$ cat config.mk
export PLATFORM = sky130hd
export DESIGN_NAME = ps2_key_ctrl_flat
export DESIGN_NICKNAME = d
export VERILOG_FILES = /design/src/rtl/ps2_pkg.sv /design/src/rtl/ps2_key_ctrl_if.sv /design/src/rtl/ps2_evt_fifo.sv /design/src/rtl/ps2_key_ctrl.sv /design/src/flat_wrapper.sv
export SDC_FILE = /design/constraint.sdc
export NUM_CORES = 1
export LEC_CHECK = 0
export CORE_AREA = 4 4 87 89
export CTS_CLUSTER_DIAMETER = 120
export DETAILED_ROUTE_END_ITERATION = 10
export DIE_AREA = 0 0 91 93
export GPL_TIMING_DRIVEN = 0
export HOLD_SLACK_MARGIN = 0.06
export SLEW_MARGIN = 20
export SYNTH_ARGS = -nofsm -noshare
export SYNTH_HDL_FRONTEND = slang
export SYNTH_SLANG_ARGS = --single-unit
$ cat constraint.sdc
create_clock -name clk -period 3 [get_ports clk]
set_input_delay 0.75 -clock clk [delete_from_list [all_inputs] [get_ports clk]]
set_output_delay 0.75 -clock clk [all_outputs]
set_load 0.1 [all_outputs]
$ cat src/rtl/ps2_pkg.sv
// rtl/ps2_pkg.sv - shared constants and types for the PS/2 key event sequencer
//
// Purpose: byte constants for prefixes and discardable bytes, FSM state enum,
//          ev_data bit positions and the 10-bit key event record.
// Ports:   none (package).
package ps2_pkg;

  localparam logic [7:0] PS2_EXT    = 8'hE0;
  localparam logic [7:0] PS2_EXT1   = 8'hE1;
  localparam logic [7:0] PS2_BRK    = 8'hF0;
  localparam logic [7:0] PS2_BAT_OK = 8'hAA;
  localparam logic [7:0] PS2_ACK    = 8'hFA;
  localparam logic [7:0] PS2_ECHO   = 8'hEE;
  localparam logic [7:0] PS2_RESEND = 8'hFE;
  localparam logic [7:0] PS2_ERR0   = 8'h00;
  localparam logic [7:0] PS2_ERR1   = 8'hFF;

  localparam int EV_VALID_BIT = 31;
  localparam int EV_LOST_BIT  = 30;
  localparam int EV_EXT_BIT   = 9;
  localparam int EV_BRK_BIT   = 8;

  typedef enum logic [1:0] {
    IDLE = 2'd0,
    POP  = 2'd1,
    GAP  = 2'd2
  } state_t;

  typedef struct packed {
    logic       ext;
    logic       brk;
    logic [7:0] code;
  } ps2_event_t;

  // Controller replies and error codes carry no key information.
  function automatic logic is_discard(input logic [7:0] b);
    return (b == PS2_BAT_OK) || (b == PS2_ACK) || (b == PS2_ECHO) ||
           (b == PS2_RESEND) || (b == PS2_ERR0) || (b == PS2_ERR1);
  endfunction

endpackage

$ cat src/rtl/ps2_key_ctrl_if.sv
// rtl/ps2_key_ctrl_if.sv - receiver-side and CPU-side signal bundle of the key sequencer
//
// Purpose: groups the ps2_kbd pop handshake and the CPU event read port.
// Ports:   kbd_ready/kbd_data/kbd_overflow/kbd_rdn (receiver side),
//          ev_rd/ev_data/ev_count/irq (CPU side).
//          slave  = sequencer view, master = receiver/CPU view.
interface ps2_key_ctrl_if #(
  parameter int DEPTH = 4
);
  logic                     kbd_ready;
  logic [7:0]               kbd_data;
  logic                     kbd_overflow;
  logic                     kbd_rdn;
  logic                     ev_rd;
  logic [31:0]              ev_data;
  logic [$clog2(DEPTH):0]   ev_count;
  logic                     irq;

  modport slave (
    input  kbd_ready, kbd_data, kbd_overflow, ev_rd,
    output kbd_rdn, ev_data, ev_count, irq
  );

  modport master (
    output kbd_ready, kbd_data, kbd_overflow, ev_rd,
    input  kbd_rdn, ev_data, ev_count, irq
  );
endinterface

$ cat src/rtl/ps2_evt_fifo.sv
// rtl/ps2_evt_fifo.sv - DEPTH x 10-bit show-ahead event FIFO
//
// Purpose: holds decoded key events; head is visible combinationally on dout.
// Ports:   clk, clrn (async active-low), push/din, pop/dout, count, full, empty.
//          A push while full only succeeds when a pop happens in the same cycle.
module ps2_evt_fifo
  import ps2_pkg::*;
#(
  parameter int DEPTH = 4
) (
  input  logic                   clk,
  input  logic                   clrn,
  input  logic                   push,
  input  ps2_event_t             din,
  input  logic                   pop,
  output ps2_event_t             dout,
  output logic [$clog2(DEPTH):0] count,
  output logic                   full,
  output logic                   empty
);
  localparam int AW = $clog2(DEPTH);

  ps2_event_t       mem [DEPTH];
  logic [AW-1:0]    wr_ptr;
  logic [AW-1:0]    rd_ptr;
  logic [AW:0]      cnt;
  logic             do_pop;
  logic             do_push;

  assign empty   = (cnt == '0);
  assign full    = (cnt == (AW+1)'(DEPTH));
  assign do_pop  = pop && !empty;
  // When full, a simultaneous pop frees the slot the write lands in.
  assign do_push = push && (!full || do_pop);
  assign dout    = mem[rd_ptr];
  assign count   = cnt;

  always_ff @(posedge clk) begin
    if (do_push) mem[wr_ptr] <= din;
  end

  always_ff @(posedge clk or negedge clrn) begin
    if (!clrn) begin
      wr_ptr <= '0;
      rd_ptr <= '0;
      cnt    <= '0;
    end else begin
      if (do_push) wr_ptr <= wr_ptr + 1'b1;
      if (do_pop)  rd_ptr <= rd_ptr + 1'b1;
      if (do_push && !do_pop)      cnt <= cnt + 1'b1;
      else if (!do_push && do_pop) cnt <= cnt - 1'b1;
    end
  end
endmodule

$ cat src/rtl/ps2_key_ctrl.sv
// rtl/ps2_key_ctrl.sv - folds PS/2 prefix bytes into key events for the CPU
//
// Purpose: pops bytes from ps2_kbd (IDLE->POP->GAP), merges E0/F0 prefixes into
//          {ext, brk, code} events, queues them and presents the head as a
//          status word; irq while events are pending.
// Ports:   clk, clrn (async active-low), bus (ps2_key_ctrl_if.slave).
module ps2_key_ctrl
  import ps2_pkg::*;
#(
  parameter int DEPTH = 4
) (
  input  logic           clk,
  input  logic           clrn,
  ps2_key_ctrl_if.slave  bus
);
  state_t                 state;
  state_t                 state_nx;
  logic [7:0]             byte_r;
  logic                   ext_pend;
  logic                   brk_pend;
  logic                   lost;
  logic                   rdn_r;

  logic                   set_ext;
  logic                   set_brk;
  logic                   clr_pend;
  logic                   key_push;
  logic                   lost_set;

  ps2_event_t             ev_in;
  ps2_event_t             ev_head;
  logic [$clog2(DEPTH):0] fifo_count;
  logic                   fifo_full;
  logic                   fifo_empty;
  logic                   fifo_pop;
  logic [31:0]            ev_word;

  // State register
  always_ff @(posedge clk or negedge clrn) begin
    if (!clrn) state <= IDLE;
    else       state <= state_nx;
  end

  // Next state; GAP ignores kbd_ready because it may still show the popped byte.
  always_comb begin
    state_nx = state;
    case (state)
      IDLE:    if (bus.kbd_ready) state_nx = POP;
      POP:     state_nx = GAP;
      GAP:     state_nx = IDLE;
      default: state_nx = IDLE;
    endcase
  end

  // Decode of the popped byte, active only in POP
  always_comb begin
    set_ext  = 1'b0;
    set_brk  = 1'b0;
    clr_pend = 1'b0;
    key_push = 1'b0;
    if (state == POP) begin
      if (byte_r == PS2_EXT || byte_r == PS2_EXT1) begin
        set_ext = 1'b1;
      end else if (byte_r == PS2_BRK) begin
        set_brk = 1'b1;
      end else if (is_discard(byte_r)) begin
        clr_pend = 1'b1;
      end else begin
        key_push = 1'b1;
        clr_pend = 1'b1;
      end
    end
  end

  assign fifo_pop = bus.ev_rd && !fifo_empty;
  assign lost_set = bus.kbd_overflow || (key_push && fifo_full && !fifo_pop);
  assign ev_in    = '{ext: ext_pend, brk: brk_pend, code: byte_r};

  always_ff @(posedge clk or negedge clrn) begin
    if (!clrn) begin
      byte_r   <= '0;
      rdn_r    <= 1'b1;
      ext_pend <= 1'b0;
      brk_pend <= 1'b0;
      lost     <= 1'b0;
    end else begin
      if (state == IDLE && bus.kbd_ready) byte_r <= bus.kbd_data;
      // Low for exactly the POP cycle.
      rdn_r <= (state_nx != POP);
      if (clr_pend) begin
        ext_pend <= 1'b0;
        brk_pend <= 1'b0;
      end else begin
        if (set_ext) ext_pend <= 1'b1;
        if (set_brk) brk_pend <= 1'b1;
      end
      if (lost_set)      lost <= 1'b1;
      else if (fifo_pop) lost <= 1'b0;
    end
  end

  ps2_evt_fifo #(.DEPTH(DEPTH)) u_fifo (
    .clk   (clk),
    .clrn  (clrn),
    .push  (key_push),
    .din   (ev_in),
    .pop   (fifo_pop),
    .dout  (ev_head),
    .count (fifo_count),
    .full  (fifo_full),
    .empty (fifo_empty)
  );

  always_comb begin
    ev_word               = '0;
    ev_word[EV_VALID_BIT] = !fifo_empty;
    ev_word[EV_LOST_BIT]  = lost;
    if (!fifo_empty) ev_word[EV_EXT_BIT:0] = ev_head;
  end

  assign bus.kbd_rdn  = rdn_r;
  assign bus.ev_data  = ev_word;
  assign bus.ev_count = fifo_count;
  assign bus.irq      = !fifo_empty;
endmodule

$ cat src/flat_wrapper.sv
// flat-port wrapper written by rule: the top's interface ports become plain ports
module ps2_key_ctrl_flat import ps2_pkg::*;
#(
  parameter int DEPTH = 4
)
  (clk, clrn, bus_kbd_ready, bus_kbd_data, bus_kbd_overflow, bus_ev_rd, bus_kbd_rdn, bus_ev_data, bus_ev_count, bus_irq);
  ps2_key_ctrl_if #(.DEPTH(DEPTH)) bus_i ();
  input  logic clk;
  input  logic clrn;
  input wire logic [$bits(bus_i.kbd_ready)-1:0] bus_kbd_ready;
  input wire logic [$bits(bus_i.kbd_data)-1:0] bus_kbd_data;
  input wire logic [$bits(bus_i.kbd_overflow)-1:0] bus_kbd_overflow;
  input wire logic [$bits(bus_i.ev_rd)-1:0] bus_ev_rd;
  output wire logic [$bits(bus_i.kbd_rdn)-1:0] bus_kbd_rdn;
  output wire logic [$bits(bus_i.ev_data)-1:0] bus_ev_data;
  output wire logic [$bits(bus_i.ev_count)-1:0] bus_ev_count;
  output wire logic [$bits(bus_i.irq)-1:0] bus_irq;
  assign bus_i.kbd_ready = bus_kbd_ready;
  assign bus_i.kbd_data = bus_kbd_data;
  assign bus_i.kbd_overflow = bus_kbd_overflow;
  assign bus_i.ev_rd = bus_ev_rd;
  assign bus_kbd_rdn = bus_i.kbd_rdn;
  assign bus_ev_data = bus_i.ev_data;
  assign bus_ev_count = bus_i.ev_count;
  assign bus_irq = bus_i.irq;
  ps2_key_ctrl #(.DEPTH(DEPTH)) u_core (.clk(clk), .clrn(clrn), .bus(bus_i));
endmodule
==> metrics.md <==
| Metric | Value |
|---|---|
| Result of the run | `finished, final reports clean` |
| Placed cell count | `299` |
| Initial standard-cell utilization of the core | `39.8%` |
| Worst Path Max Fanout | `10` |
| FF+latch area | `1730 µm²` |
| Origin of the critical flop-to-flop path | `u_core.byte_r[7]$_DFFE_PN0P_` |
| Synthesis-to-finish area growth | `21.8%` |
| Transition at the pin with the smallest max-transition slack | `roughly 1000 ps` |
| Critical Path Source Type | `flop` |
| Final std cell area, no fill | `3270 µm²` |
| CP max stage delay | `about 540 ps` |
| Final number of max-transition violations | `0` |
| Fmax | `0.348 GHz` |
| Placer Congestion | `a little over 0.7` |
| Synthesized instance count | `between 150 and 200` |
| TritonCTS sink count | `a little over 60` |
| Setup repair after global routing missed its margin | `no` |
| Worst-case clock buffer depth | `2` |
| Detailed-route wire length | `approximately 4.4 mm` |
| Post-CTS setup buffers | `0` |
| Placement Rows | `30` |
| Endpoints failing hold | `0` |
| Total inserted antenna cells | `0` |
| Yosys warnings | `0` |
| Most common cell after layout, fill and taps aside | `edfxtp_1` |
| Crit path kind | `flop to output pin` |
| Source-to-sink clock delay at the later pin of the worst-skew pair | `330 ps` |
| Clk_skew | `8.11 ps` |
| Combined area of the multi-input logic cells | `837 µm²` |
| Total gr overflow | `0` |
| Normalized max-slew margin | `34.8%` |
| Share of the yosys chip area belonging to registers | `between 60% and 70%` |
| Remaining design rule violation count | `0` |
| Fill cell instance count of the final layout | `616` |
| Crit-path cells | `buf_4 > mux4_2 > and2_2 > clkbuf_2` |
| Detailed placement HPWL | `3.05 mm` |
| Final-layout setup total negative slack | `0 ps` |
| Beginning of the critical path | `u_core.u_fifo.rd_ptr[0]$_DFFE_PN0P_` |
| Antenna violations before repair | `0` |
| Critical path arrival | `2130 ps` |
| Antenna-violating nets left | `0` |
| Width of the die | `91 µm` |
| Core outline area | `between 6000 and 7000 µm²` |
| Number of buffer and inverter instances along the worst setup path | `2` |
| Ratio of final minimum period to clock period | `95.9%` |
| Worst Reg-to-Reg Cells | `10` |
| TritonCTS clock tree | `yes` |
| Nets | `249` |
| Post-Synthesis Cell Area | `2690 µm²` |
| Routed length per instance | `~14 µm` |
| Layout cell share with drive strength beyond 1 | `36.6%` |
| Largest net degree at the start of global routing | `22` |
| Reg clk slew, reported paths | `around 70 ps` |
| Final Util | `48.4%` |
| Detailed-routing iteration count for the pre-antenna-repair pass | `4` |
| Required time reported for the critical path endpoint | `2250 ps` |
| Cell count along the critical path | `4` |
| Post-layout min period | `approximately 2900 ps` |
| Number of clock buffers inserted by TritonCTS | `9` |
| Cell class contributing the biggest share of worst-path delay | `buffers and inverters` |
| Count of vias placed by the detailed router | `1456` |
| Die Y-Extent | `slightly above 90 µm` |
| Number of synthesized register bits | `61` |
| Commonest non-fill, non-tap cells in the layout | `edfxtp_1 (40), buf_4 (23), conb_1 (20)` |
| First-pass GRT wire length | `7.16 mm` |
| Global Route Usage Sum | `between 10% and 20%` |
| Port bufs | `29` |
| Maximum level of the CTS H-tree | `3` |
| Floorplan die area | `8460 µm²` |
| Cell with the largest stage delay on the worst path | `mux4_2` |
| Total of endpoints with negative setup slack in the final report | `0` |
| Type of the tightest min-delay check | `input pin to async pin` |
| Critical path endpoint category | `output pin` |
| DRC marker count from the first detailed-route iteration | `54` |
| Synth cell types | `37` |
| Number of buffers added to fix hold violations after cts | `0` |
| Total placed instance area | `3170 µm²` |
| Max Cap Viol | `0` |
| Non-filler cells, final | `315` |
| # IOs | `50` |
| Number of global-route vias before repair | `1406` |
| Root buffer cell | `clkbuf_8` |
| Via-per-instance ratio | `4.62` |
| Syn Area/Cell | `15.7 µm²` |
==> flip-flops by register name, indices dropped and copies added, names as in the netlist, 2 cells and up <==
register	cells
u_core.u_fifo.wr_ptr	2
u_core.u_fifo.mem	40
u_core.u_fifo.count	3
u_core.state	2
u_core.byte_r	8
u_core.u_fifo.rd_ptr	2
==> cells in the mapped netlist, drive strengths merged <==
cell    number  area (µm²)
nor3         2        15.0
and3         2        17.5
nor4         1        6.26
buf         24         175
mux4        10         225
and2        14        92.6
or4          1        7.51
inv          6        22.5
mux2         9         105
ha           5        62.6
fa           1        20.0
a32oi        1        8.76
o31ai        1        7.51
o41ai        1        8.76
edfxtp      40        1200
nand3        3        15.0
xor2         3        26.3
nor2         2        7.51
nand2        8        30.0
dfrtp       20         500
nand4        1        6.26
nand2b       1        6.26
xnor2        4        35.0
a221o        1        10.0
clkbuf       2        7.51
or3          1        6.26
nor4b        1        8.76
nor3b        1        7.51
conb         1        3.75
o21ai        3        15.0
dfstp        1        26.3
==> final cells by class <==
type                            instances  area share [%]
Clock buffer                           13            4.55
Buffer                                 26            5.73
Inverter                                6           0.688
Clock inverter                          3           0.382
Sequential cell                        61            52.9
Tap cell                               80            3.06
Multi-Input combinational cell         97            25.6
Timing Repair Buffer                   29            7.11
==> layer usage <==
| layer | global-route usage (%) | wire [µm] | vias to the layer above |
|---|---|---|---|
| met5 | 0 | 0 | - |
| met4 | 7.91 | 103 | 0 |
| met3 | 2.65 | 278 | 9 |
| met2 | 17.5 | 2050 | 49 |
| met1 | 14.5 | 1970 | 697 |
| li1 | - | - | 701 |
==> final timing paths <==
| path | endpoint | slack (ps) |
|---|---|---|
| max in group asynchronous | u_core.bus.kbd_rdn$_DFF_PN1_ | 2270 |
| worst max-delay path | bus_ev_data[7] | 120 |
| worst min register to register | u_core.u_fifo.count[2]$_DFFE_PN0P_ | 490 |
| worst min-delay path | u_core.u_fifo.count[1]$_DFFE_PN0P_ | 380 |
| worst max register to register | u_core.u_fifo.count[2]$_DFFE_PN0P_ | 440 |
| min in group clk | u_core.u_fifo.count[2]$_DFFE_PN0P_ | 490 |
==> metrics by stage <==
stage	worst slack [ps]	hold WS, ps
2_1_floorplan	209	454
3_3_place_gp	-257	476
3_5_place_dp	-274	477
4_1_cts	-146	485
5_1_grt	5.33	402
6_report	123	375
==> worst register-to-register path: cells and delay by family, from the launching register on <==
kind                     cells  cell delay (ps)
buffers and inverters        1               60
AO/OA/AOI/OAI                1              160
adder cells (fa/ha/maj)      2              640
AND/OR/NAND/NOR              4              890
flip-flops                   1              450
XOR/XNOR                     2              290
==> repair_timing <==
action,CTS,global route
hold endpoints to repair,0,0
setup endpoints to repair,12,10
pin swaps,0,0
resized for setup,28,20
gates cloned,0,0
==> kinds of logic (layout without fill, tap and decap cells) <==
logic type / after synthesis / count (layout) / share of synthesized area [%]
AO/OA/AOI/OAI: 7 / 7 / 1.86
XOR/XNOR: 7 / 7 / 2.28
adder cells (fa/ha/maj): 6 / 6 / 3.07
buffers and inverters: 32 / 77 / 7.64
flip-flops: 61 / 61 / 64.3
multiplexers: 19 / 19 / 12.3
other: 1 / 20 / 0.140
AND/OR/NAND/NOR: 38 / 38 / 8.43
Power is not shown: default switching activity piles up to over one toggle a cycle in this logic, so the estimate is an artifact.
